### src/rtl/camera_ctrl_pkg.sv
// Shared types and constants for the camera operation sequencer.
// Contents: sequencer state type, operation channel indices, arbitration
// mode selectors, and an index-width helper.
package camera_ctrl_pkg;

   typedef enum logic [1:0] {
      ST_START = 2'd0,
      ST_INIT  = 2'd1,
      ST_IDLE  = 2'd2,
      ST_RUN   = 2'd3
   } state_t;

   // Operation channel indices
   localparam int unsigned OP_PHOTO = 0;
   localparam int unsigned OP_SEND  = 1;

   // Arbitration modes
   localparam int unsigned MODE_FIXED = 0;
   localparam int unsigned MODE_RR    = 1;

   // Bits needed to hold an index in 0..n-1. Always at least 1.
   function automatic int unsigned bits_for(int unsigned n);
      return (n > 1) ? $clog2(n) : 1;
   endfunction

endpackage

### src/rtl/camera_op_sequencer_if.sv
// Bundle of request/response signals between the user/datapath side
// (master) and the operation sequencer (slave).
//   done_init : device init complete
//   req       : level request per op channel
//   done      : op complete per channel
//   init      : init start pulse
//   start     : one-hot op start pulse
//   busy      : op in flight
//   active_op : granted op index
//   ready     : sequencer idle
//   err       : final-timeout pulse
//   err_op    : index of the last failed op
interface camera_op_sequencer_if
   import camera_ctrl_pkg::*;
#(
   parameter int unsigned NUM_OPS = 2
);
   localparam int unsigned IDX_W = bits_for(NUM_OPS);

   logic               done_init;
   logic [NUM_OPS-1:0] req;
   logic [NUM_OPS-1:0] done;
   logic               init;
   logic [NUM_OPS-1:0] start;
   logic               busy;
   logic [IDX_W-1:0]   active_op;
   logic               ready;
   logic               err;
   logic [IDX_W-1:0]   err_op;

   modport master (
      output done_init, req, done,
      input  init, start, busy, active_op, ready, err, err_op
   );

   modport slave (
      input  done_init, req, done,
      output init, start, busy, active_op, ready, err, err_op
   );

endinterface

### src/rtl/op_arbiter.sv
// Request arbiter for the operation sequencer.
// Fixed mode: lowest requesting index wins. Round-robin mode: search starts
// at the pointer and wraps; the pointer moves past the winner on advance.
//   clock, reset : clock and synchronous active-high reset
//   req          : level requests
//   advance      : the current grant has been taken
//   grant        : winning index (valid with grant_valid)
//   grant_valid  : at least one request is pending
module op_arbiter
   import camera_ctrl_pkg::*;
#(
   parameter int unsigned NUM_OPS = 2,
   parameter int unsigned RR_MODE = MODE_FIXED,
   localparam int unsigned IDX_W  = bits_for(NUM_OPS)
)(
   input  logic               clock,
   input  logic               reset,
   input  logic [NUM_OPS-1:0] req,
   input  logic               advance,
   output logic [IDX_W-1:0]   grant,
   output logic               grant_valid
);

   localparam logic [IDX_W-1:0] LAST_IDX = IDX_W'(NUM_OPS - 1);

   logic [IDX_W-1:0] ptr;
   logic [IDX_W-1:0] cand;

   // Walk every channel once, starting at the pointer (or 0 in fixed mode),
   // and keep the first requester found.
   always_comb begin
      grant       = '0;
      grant_valid = 1'b0;
      cand        = (RR_MODE == MODE_RR) ? ptr : '0;
      for (int unsigned i = 0; i < NUM_OPS; i++) begin
         if (!grant_valid && req[cand]) begin
            grant       = cand;
            grant_valid = 1'b1;
         end
         cand = (cand == LAST_IDX) ? '0 : cand + 1'b1;
      end
   end

   always_ff @(posedge clock) begin
      if (reset) begin
         ptr <= '0;
      end else if (RR_MODE == MODE_RR && advance && grant_valid) begin
         ptr <= (grant == LAST_IDX) ? '0 : grant + 1'b1;
      end
   end

endmodule

### src/rtl/camera_op_sequencer.sv
// Camera operation sequencer: initialises the device, then runs one
// operation at a time, chosen from level requests. Each start and init
// pulse is followed by a timeout window; op timeouts are retried a bounded
// number of times before an error pulse and a full device re-init.
// All outputs are registered.
//   clock, reset : clock and synchronous active-high reset
//   bus          : sequencer side of camera_op_sequencer_if
module camera_op_sequencer
   import camera_ctrl_pkg::*;
#(
   parameter int unsigned NUM_OPS   = 2,
   parameter int unsigned TIMEOUT_W = 16,
   parameter int unsigned TIMEOUT   = 50000,
   parameter int unsigned MAX_RETRY = 2,
   parameter int unsigned RR_MODE   = MODE_FIXED
)(
   input  logic                 clock,
   input  logic                 reset,
   camera_op_sequencer_if.slave bus
);

   localparam int unsigned IDX_W   = bits_for(NUM_OPS);
   localparam int unsigned RETRY_W = bits_for(MAX_RETRY + 1);
   localparam logic [TIMEOUT_W-1:0] TMO_LAST = TIMEOUT_W'(TIMEOUT - 1);

   state_t               state, state_n;
   logic [TIMEOUT_W-1:0] timer, timer_n;
   logic [RETRY_W-1:0]   retries, retries_n;
   logic [IDX_W-1:0]     op_q, op_n;
   logic [IDX_W-1:0]     err_op_q, err_op_n;
   logic                 init_q, init_n;
   logic [NUM_OPS-1:0]   start_q, start_n;
   logic                 busy_q, busy_n;
   logic                 ready_q, ready_n;
   logic                 err_q, err_n;

   logic [IDX_W-1:0]     gnt;
   logic                 gnt_valid;
   logic                 advance;

   op_arbiter #(
      .NUM_OPS (NUM_OPS),
      .RR_MODE (RR_MODE)
   ) u_arb (
      .clock       (clock),
      .reset       (reset),
      .req         (bus.req),
      .advance     (advance),
      .grant       (gnt),
      .grant_valid (gnt_valid)
   );

   // The timer is held at 0 during the cycle a pulse is on the outputs, so
   // counting begins the cycle after the pulse and a timeout fires
   // TIMEOUT cycles after it.
   always_comb begin
      state_n   = state;
      timer_n   = timer;
      retries_n = retries;
      op_n      = op_q;
      err_op_n  = err_op_q;
      init_n    = 1'b0;
      start_n   = '0;
      busy_n    = 1'b0;
      ready_n   = 1'b0;
      err_n     = 1'b0;
      advance   = 1'b0;

      case (state)
         ST_START: begin
            state_n = ST_INIT;
            init_n  = 1'b1;
            timer_n = '0;
         end

         ST_INIT: begin
            if (bus.done_init) begin
               state_n = ST_IDLE;
               ready_n = 1'b1;
            end else if (!init_q) begin
               if (timer == TMO_LAST) state_n = ST_START;
               else                   timer_n = timer + 1'b1;
            end
         end

         ST_IDLE: begin
            if (gnt_valid) begin
               state_n      = ST_RUN;
               busy_n       = 1'b1;
               start_n[gnt] = 1'b1;
               op_n         = gnt;
               timer_n      = '0;
               retries_n    = '0;
               advance      = 1'b1;
            end else begin
               ready_n = 1'b1;
            end
         end

         ST_RUN: begin
            busy_n = 1'b1;
            // Completion takes precedence over a coincident timeout.
            if (bus.done[op_q]) begin
               state_n   = ST_IDLE;
               busy_n    = 1'b0;
               ready_n   = 1'b1;
               retries_n = '0;
            end else if (start_q == '0) begin
               if (timer != TMO_LAST) begin
                  timer_n = timer + 1'b1;
               end else if (32'(retries) < MAX_RETRY) begin
                  retries_n     = retries + 1'b1;
                  timer_n       = '0;
                  start_n[op_q] = 1'b1;
               end else begin
                  state_n   = ST_START;
                  busy_n    = 1'b0;
                  err_n     = 1'b1;
                  err_op_n  = op_q;
                  retries_n = '0;
               end
            end
         end

         default: state_n = ST_START;
      endcase
   end

   always_ff @(posedge clock) begin
      if (reset) begin
         state    <= ST_START;
         timer    <= '0;
         retries  <= '0;
         op_q     <= '0;
         err_op_q <= '0;
         init_q   <= 1'b0;
         start_q  <= '0;
         busy_q   <= 1'b0;
         ready_q  <= 1'b0;
         err_q    <= 1'b0;
      end else begin
         state    <= state_n;
         timer    <= timer_n;
         retries  <= retries_n;
         op_q     <= op_n;
         err_op_q <= err_op_n;
         init_q   <= init_n;
         start_q  <= start_n;
         busy_q   <= busy_n;
         ready_q  <= ready_n;
         err_q    <= err_n;
      end
   end

   assign bus.init      = init_q;
   assign bus.start     = start_q;
   assign bus.busy      = busy_q;
   assign bus.active_op = op_q;
   assign bus.ready     = ready_q;
   assign bus.err       = err_q;
   assign bus.err_op    = err_op_q;

endmodule

### src/flat_wrapper.sv
// flat-port wrapper written by rule: the top's interface ports become plain ports
module camera_op_sequencer_flat import camera_ctrl_pkg::*;
#(
   parameter int unsigned NUM_OPS   = 2,
   parameter int unsigned TIMEOUT_W = 16,
   parameter int unsigned TIMEOUT   = 50000,
   parameter int unsigned MAX_RETRY = 2,
   parameter int unsigned RR_MODE   = MODE_FIXED
)
  (clock, reset, bus_done_init, bus_req, bus_done, bus_init, bus_start, bus_busy, bus_active_op, bus_ready, bus_err, bus_err_op);
  camera_op_sequencer_if #(.NUM_OPS(NUM_OPS)) bus_i ();
  input  logic clock;
  input  logic reset;
  input wire logic [$bits(bus_i.done_init)-1:0] bus_done_init;
  input wire logic [$bits(bus_i.req)-1:0] bus_req;
  input wire logic [$bits(bus_i.done)-1:0] bus_done;
  output wire logic [$bits(bus_i.init)-1:0] bus_init;
  output wire logic [$bits(bus_i.start)-1:0] bus_start;
  output wire logic [$bits(bus_i.busy)-1:0] bus_busy;
  output wire logic [$bits(bus_i.active_op)-1:0] bus_active_op;
  output wire logic [$bits(bus_i.ready)-1:0] bus_ready;
  output wire logic [$bits(bus_i.err)-1:0] bus_err;
  output wire logic [$bits(bus_i.err_op)-1:0] bus_err_op;
  assign bus_i.done_init = bus_done_init;
  assign bus_i.req = bus_req;
  assign bus_i.done = bus_done;
  assign bus_init = bus_i.init;
  assign bus_start = bus_i.start;
  assign bus_busy = bus_i.busy;
  assign bus_active_op = bus_i.active_op;
  assign bus_ready = bus_i.ready;
  assign bus_err = bus_i.err;
  assign bus_err_op = bus_i.err_op;
  camera_op_sequencer #(.NUM_OPS(NUM_OPS), .TIMEOUT_W(TIMEOUT_W), .TIMEOUT(TIMEOUT), .MAX_RETRY(MAX_RETRY), .RR_MODE(RR_MODE)) u_core (.clock(clock), .reset(reset), .bus(bus_i));
endmodule
### config.mk
export PLATFORM = sky130hd
export DESIGN_NAME = camera_op_sequencer_flat
export DESIGN_NICKNAME = d
export VERILOG_FILES = /design/src/rtl/camera_ctrl_pkg.sv /design/src/rtl/camera_op_sequencer_if.sv /design/src/rtl/op_arbiter.sv /design/src/rtl/camera_op_sequencer.sv /design/src/flat_wrapper.sv
export SDC_FILE = /design/constraint.sdc
export NUM_CORES = 1
export LEC_CHECK = 0
export CORE_MARGIN = 2
export CORE_UTILIZATION = 36
export CTS_BUF_LIST = sky130_fd_sc_hd__clkbuf_4 sky130_fd_sc_hd__clkbuf_8
export CTS_CLUSTER_DIAMETER = 80
export CTS_CLUSTER_SIZE = 28
export DETAILED_ROUTE_END_ITERATION = 8
export HOLD_SLACK_MARGIN = 0.03
export RECOVER_POWER = 50
export SYNTH_ARGS = -nofsm -noshare
export SYNTH_HDL_FRONTEND = slang
export SYNTH_SLANG_ARGS = --single-unit
### constraint.sdc
create_clock -name clock -period 5.4 [get_ports clock]
set_input_delay 1.35 -clock clock [delete_from_list [all_inputs] [get_ports clock]]
set_output_delay 1.35 -clock clock [all_outputs]
set_load 0.02 [all_outputs]
## After elaboration in Yosys (flattened, before gate mapping)

Index checks and enable logic that the tools add are counted.

| storage, ports and cells | value |
|---|---|
| flip-flop bits (word level) | 28 |
| input port bits | 7 |
| output and inout bits | 8 |
| word-level logic and storage cells | 103 |

| cells by class | value |
|---|---|
| reductions and logical operators | 13 |
| eq/ne operators | 17 |
| add/sub/neg operators | 2 |
| bitwise operators | 5 |
| multiplexer cells | 51 |
| magnitude comparators | 5 |

Operator list:

| kind | number |
|---|---|
| 2-to-1 mux 16 bit | 8 |
| one-hot mux 16 bit (4 select lines) | 1 |
| 2-to-1 mux 2 bit | 18 |
| 2-to-1 mux 1 bit | 17 |
| adder 16 x 1 -> 16 bit (second input constant) | 1 |
| equality test 16 bit (second input constant) | 1 |
| inequality test 16 bit (second input constant) | 1 |
| inequality test 3 x 2 -> 1 bit (second input constant) | 3 |
| inequality test 2 bit (second input constant) | 4 |
| one-hot mux 2 bit (2 select lines) | 2 |
| one-hot mux 2 bit (4 select lines) | 1 |
| AND reduction 7 bit | 1 |
| inequality test 3 x 1 -> 1 bit (second input constant) | 2 |
| AND reduction 6 bit | 1 |
| inverter 1 bit | 5 |
| AND reduction 5 bit | 1 |
| OR reduction 5 bit | 1 |
| equality test 2 bit (second input constant) | 2 |
| logical NOT 2 bit | 2 |
| < comparator 1 x 2 -> 1 bit (second input constant) | 2 |
| inequality test 2 x 1 -> 1 bit (second input constant) | 2 |
| AND reduction 4 bit | 1 |
| logical AND 1 bit | 3 |
| inequality test 3 bit (second input constant) | 1 |
| other kinds (10) | 12 |

## Depth between registers and ports, before layout

| depth | value |
|---|---|
| depth after elaboration | 10 |
| gate-level depth with buffers | 7 |
| mapped depth without buffers | 6 |

## Modules after synthesis

From an unflattened synthesis, not the netlist that was laid out.

| unflattened totals | value |
|---|---|
| cells, all modules | 192 |
| area, all modules | 1552.7 um^2 |

By module, submodules not included:

| module | times used | area an instance (um^2) | seq. area each (um^2) | cells an instance |
|---|---|---|---|---|
| camera_op_sequencer | 1 | 1540.2 | 560.5 | 190 |
| op_arbiter | 1 | 12.5 | 0.0 | 2 |

## Worst setup path after synthesis

Ideal clock, no wire load.

| path | value |
|---|---|
| path kind | input-to-reg |
| start point | input port bus_done[1] |
| end point | register u_core.timer[3] |
| required time | 5278 ps |
| cell stages on the path | 5 |
| buffers on the path | 0 |
| library setup time | 122 ps |
| arrival | 2623 ps |
| path slack | 2655 ps |
| cells stage by stage | mux2i_1 -> nand4_1 -> a22o_1 -> o21a_2 -> a221o_1 |

| between the ends | value |
|---|---|
| longest elaborated chain between the ends | 4 |

RTL lines:

| element | line | RTL |
|---|---|---|
| start, declared | flat_wrapper.sv:16 | `input wire logic [$bits(bus_i.done)-1:0] bus_done;` |
| 2-to-1 mux 1 bit (implied by the code) (2 in a row) | camera_op_sequencer.sv:103 | `if (bus.done[op_q]) begin` |
| inequality test 2 bit (no line) | n/a |  |
| AND reduction 7 bit (no line) | n/a |  |
| end signal, assigned | camera_op_sequencer.sv:143 | `timer <= timer_n;` |
| end, declared | camera_op_sequencer.sv:27 | `logic [TIMEOUT_W-1:0] timer, timer_n;` |

Every way passes these cells. The select of a mux whose other input is x is not followed.
A chain may end at the register's enable or synchronous reset.

## Worst setup path after layout

| path | value |
|---|---|
| start point | input port bus_done[1] |
| end point | register u_core.timer[11] |

The elaborated chain is that of the path after synthesis.

==> reports/results.ini <==
[clock_tree]
post_cts_resized = 0
htree_levels = 1
cts_buffer_depth = 2
tritoncts = done
cts-hold-fix-buffers = 0
clkSinkCount = 28
clkTransAtPathRegs_ns = 0.10
clkLatencyLatePin_ns = 0.28
cts_root_buf = clkbuf_8
cts_buffers = 3
post_cts_buffers = 0

[setup_path]
reg2reg_depth = 5
crit_slowest_cell = dlygate4sd3_1
path_max_fanout = 7
end_kind = flip-flop
path_class = in -> reg
crit_required_ns = 5.55
slowest_delay_ns = 0.53
crit_arrival_ns = 3.42
path_cells = dlygate4sd3_1 > mux2i_1 > nand4_1 > a22o_1 > o21ai_1 > o221ai_1
crit_path_start_kind = input pin

[logic_synthesis]
synth_top_area_share_pct = 37.3
synth-edff-count = 0
synth_cell_types = 49
synth_common_cells = dfxtp_1, nand3_1, nand2_1, nor2_1, and3_1
synth.area.top_cells = dfxtp_1, nand3_1, and3_1
ys.flop_type = dfxtp_1
ys_ff_latch = 28
syn_area_per_cell_um2 = 8.64
ys_warn_count = 0
syn-cell-area_um2 = 1500
yosysMostFrequentCell = dfxtp_1
yosys.area.top_type = dfxtp_1
ys_seq_area_share_pct = 37.3
synth_fp_nets = 182
syn_inst = 174
async_flop_share_pct = 0

[floorplan]
die-area_um2 = 4710
io_pins = 15
rows = 23
dieWidth_um = 68.6
coreArea_um2 = 4000
start_util_pct = 37.6
die_y_um = 68.6

[routing]
firstDrtPassIters = 4
vias_per_cell = 5.91
final_antenna_net_count = 0
drt_iter0_markers = 67
routed_wl_um = 3380
drc = 0
vias = 1389
wl_per_cell_um = 14.4

[power_and_ir_drop]
leakage_nw = 0.623
ir_worst_vdd_mv = 0.135
power_density_nw_per_um2 = 229

[sta]
fmax_mhz = 306
period_share_pct = 60.6
finalSetupViolations = 0
slew_violations = 0
hold_ws_ns = 0.490
period_needed_ns = 3.27
final-hold-violation-count = 0
worstMarginPinSlew_ns = 0.593
relSlewSlack_pct = 60.2
fin_skew_ns = 0.00454
fin_tns_setup_ns = 0
rsz0062_at_grt = false

[grt]
grt_pass1_wl_um = 5510
grt.met1_usage_pct = 22.3
grtUsageMet2_pct = 22.4
antenna_found_initial = 0
grt_max_degree = 16
grtUsageMet3_pct = 3.08
busiest_layer = met2
grt_overflow = 0
grt_pass1_vias = 1182
grt_use_total_pct = 15.4

[outcome]
status = finished clean

[worst_hold_path]
hp-class = reg -> reg
whs_path_depth = 2

[cells_and_area]
fin_nets = 194
num_antenna_cells = 0
syn_to_final_growth_pct = 13.6
drive_gt1_share_pct = 7.03

[flow_run]
maxCapViolations = 0

[placed_design]
port_buffers = 14
gp_congestion = 0.847
dp_hpwl_um = 2500

## report_power, final
group | total (mW) | switching (mW) | internal [mW]
sequential | 0.217 | 0.00663 | 0.211
combinational | 0.0398 | 0.0234 | 0.0163
clock | 0.133 | 0.0680 | 0.0655
## path summary, 6_finish.rpt
kind / start / to / slack, ns
hold / removal: u_core.retries[0] / u_core.retries[1] / 0.49
hold reg to reg: u_core.retries[0] / u_core.retries[1] / 0.49
setup / recovery: bus_done[1] / u_core.timer[11] / 2.13
setup reg to reg: u_core.timer[6] / u_core.bus.start[0] / 3.02
## stage by stage
step	util, %	total power [mW]	setup WS, ns	cell area, µm²	instances
2_1_floorplan	-	0.249	2.66	1500	174
3_3_place_gp	41.4	0.262	1.98	1660	231
3_5_place_dp	41.4	0.262	1.97	1660	231
4_1_cts	42.8	0.391	2.26	1710	235
5_1_grt	42.7	0.406	1.95	1710	235
6_report	42.7	0.390	2.13	1710	235
## sequential cells by signal (all words and copies together), names as in the netlist
signal / flops
u_core.timer: 16
u_core.bus.busy: 1
u_core.bus.err_op: 1
u_core.bus.ready: 1
u_core.bus.err: 1
u_core.bus.active_op: 1
u_core.retries: 2
u_core.bus.start: 2
u_core.state: 2
u_core.bus.init: 1
## per-layer routing
metal | wire [µm] | share of wire [%] | vias up
li1 | - | - | 683
met2 | 1490 | 44 | 32
met5 | 0 | 0 | -
met4 | 38 | 1.1 | 0
met1 | 1730 | 51 | 670
met3 | 126 | 3.7 | 4
## critical path: cells and delay by family
kind | cells | cell delay [ns]
AOI/OAI and AO/OA | 3 | 0.99
buffers and inverters | 1 | 0.53
muxes | 1 | 0.31
and+or+nand+nor | 1 | 0.24
## kinds of logic (layout without fill, tap and decap cells)
family	Yosys count	after routing	share of synthesized area, %
AND/OR/NAND/NOR	82	82	33.2
multiplexers	3	3	2.00
adder cells (fa/ha/maj)	1	1	0.833
flip-flops	28	28	37.3
buffers and inverters	15	26	5.25
AO/OA/AOI/OAI	45	45	21.4
## cell type report
cell class | count | area [µm²]
clock buffers | 4 | 55.1
fillers | 395 | 2290
inverters | 8 | 30.0
multi-input cells | 131 | 858
flip-flops and latches | 28 | 561
well taps | 50 | 62.6
repair buffers | 14 | 140
## layout by cell type (no fill, tap or decap), types with 4 or more instances in the layout
cell type / instances
a211o_1: 5
a21oi_1: 8
and3_1: 9
clkbuf_8: 4
dfxtp_1: 28
dlygate4sd3_1: 11
inv_1: 8
nand2_1: 10
nand3_1: 13
nand4_1: 8
nor2_1: 10
nor2b_1: 4
nor3_1: 6
o21ai_0: 8
Power figures use the tool's default switching activity.
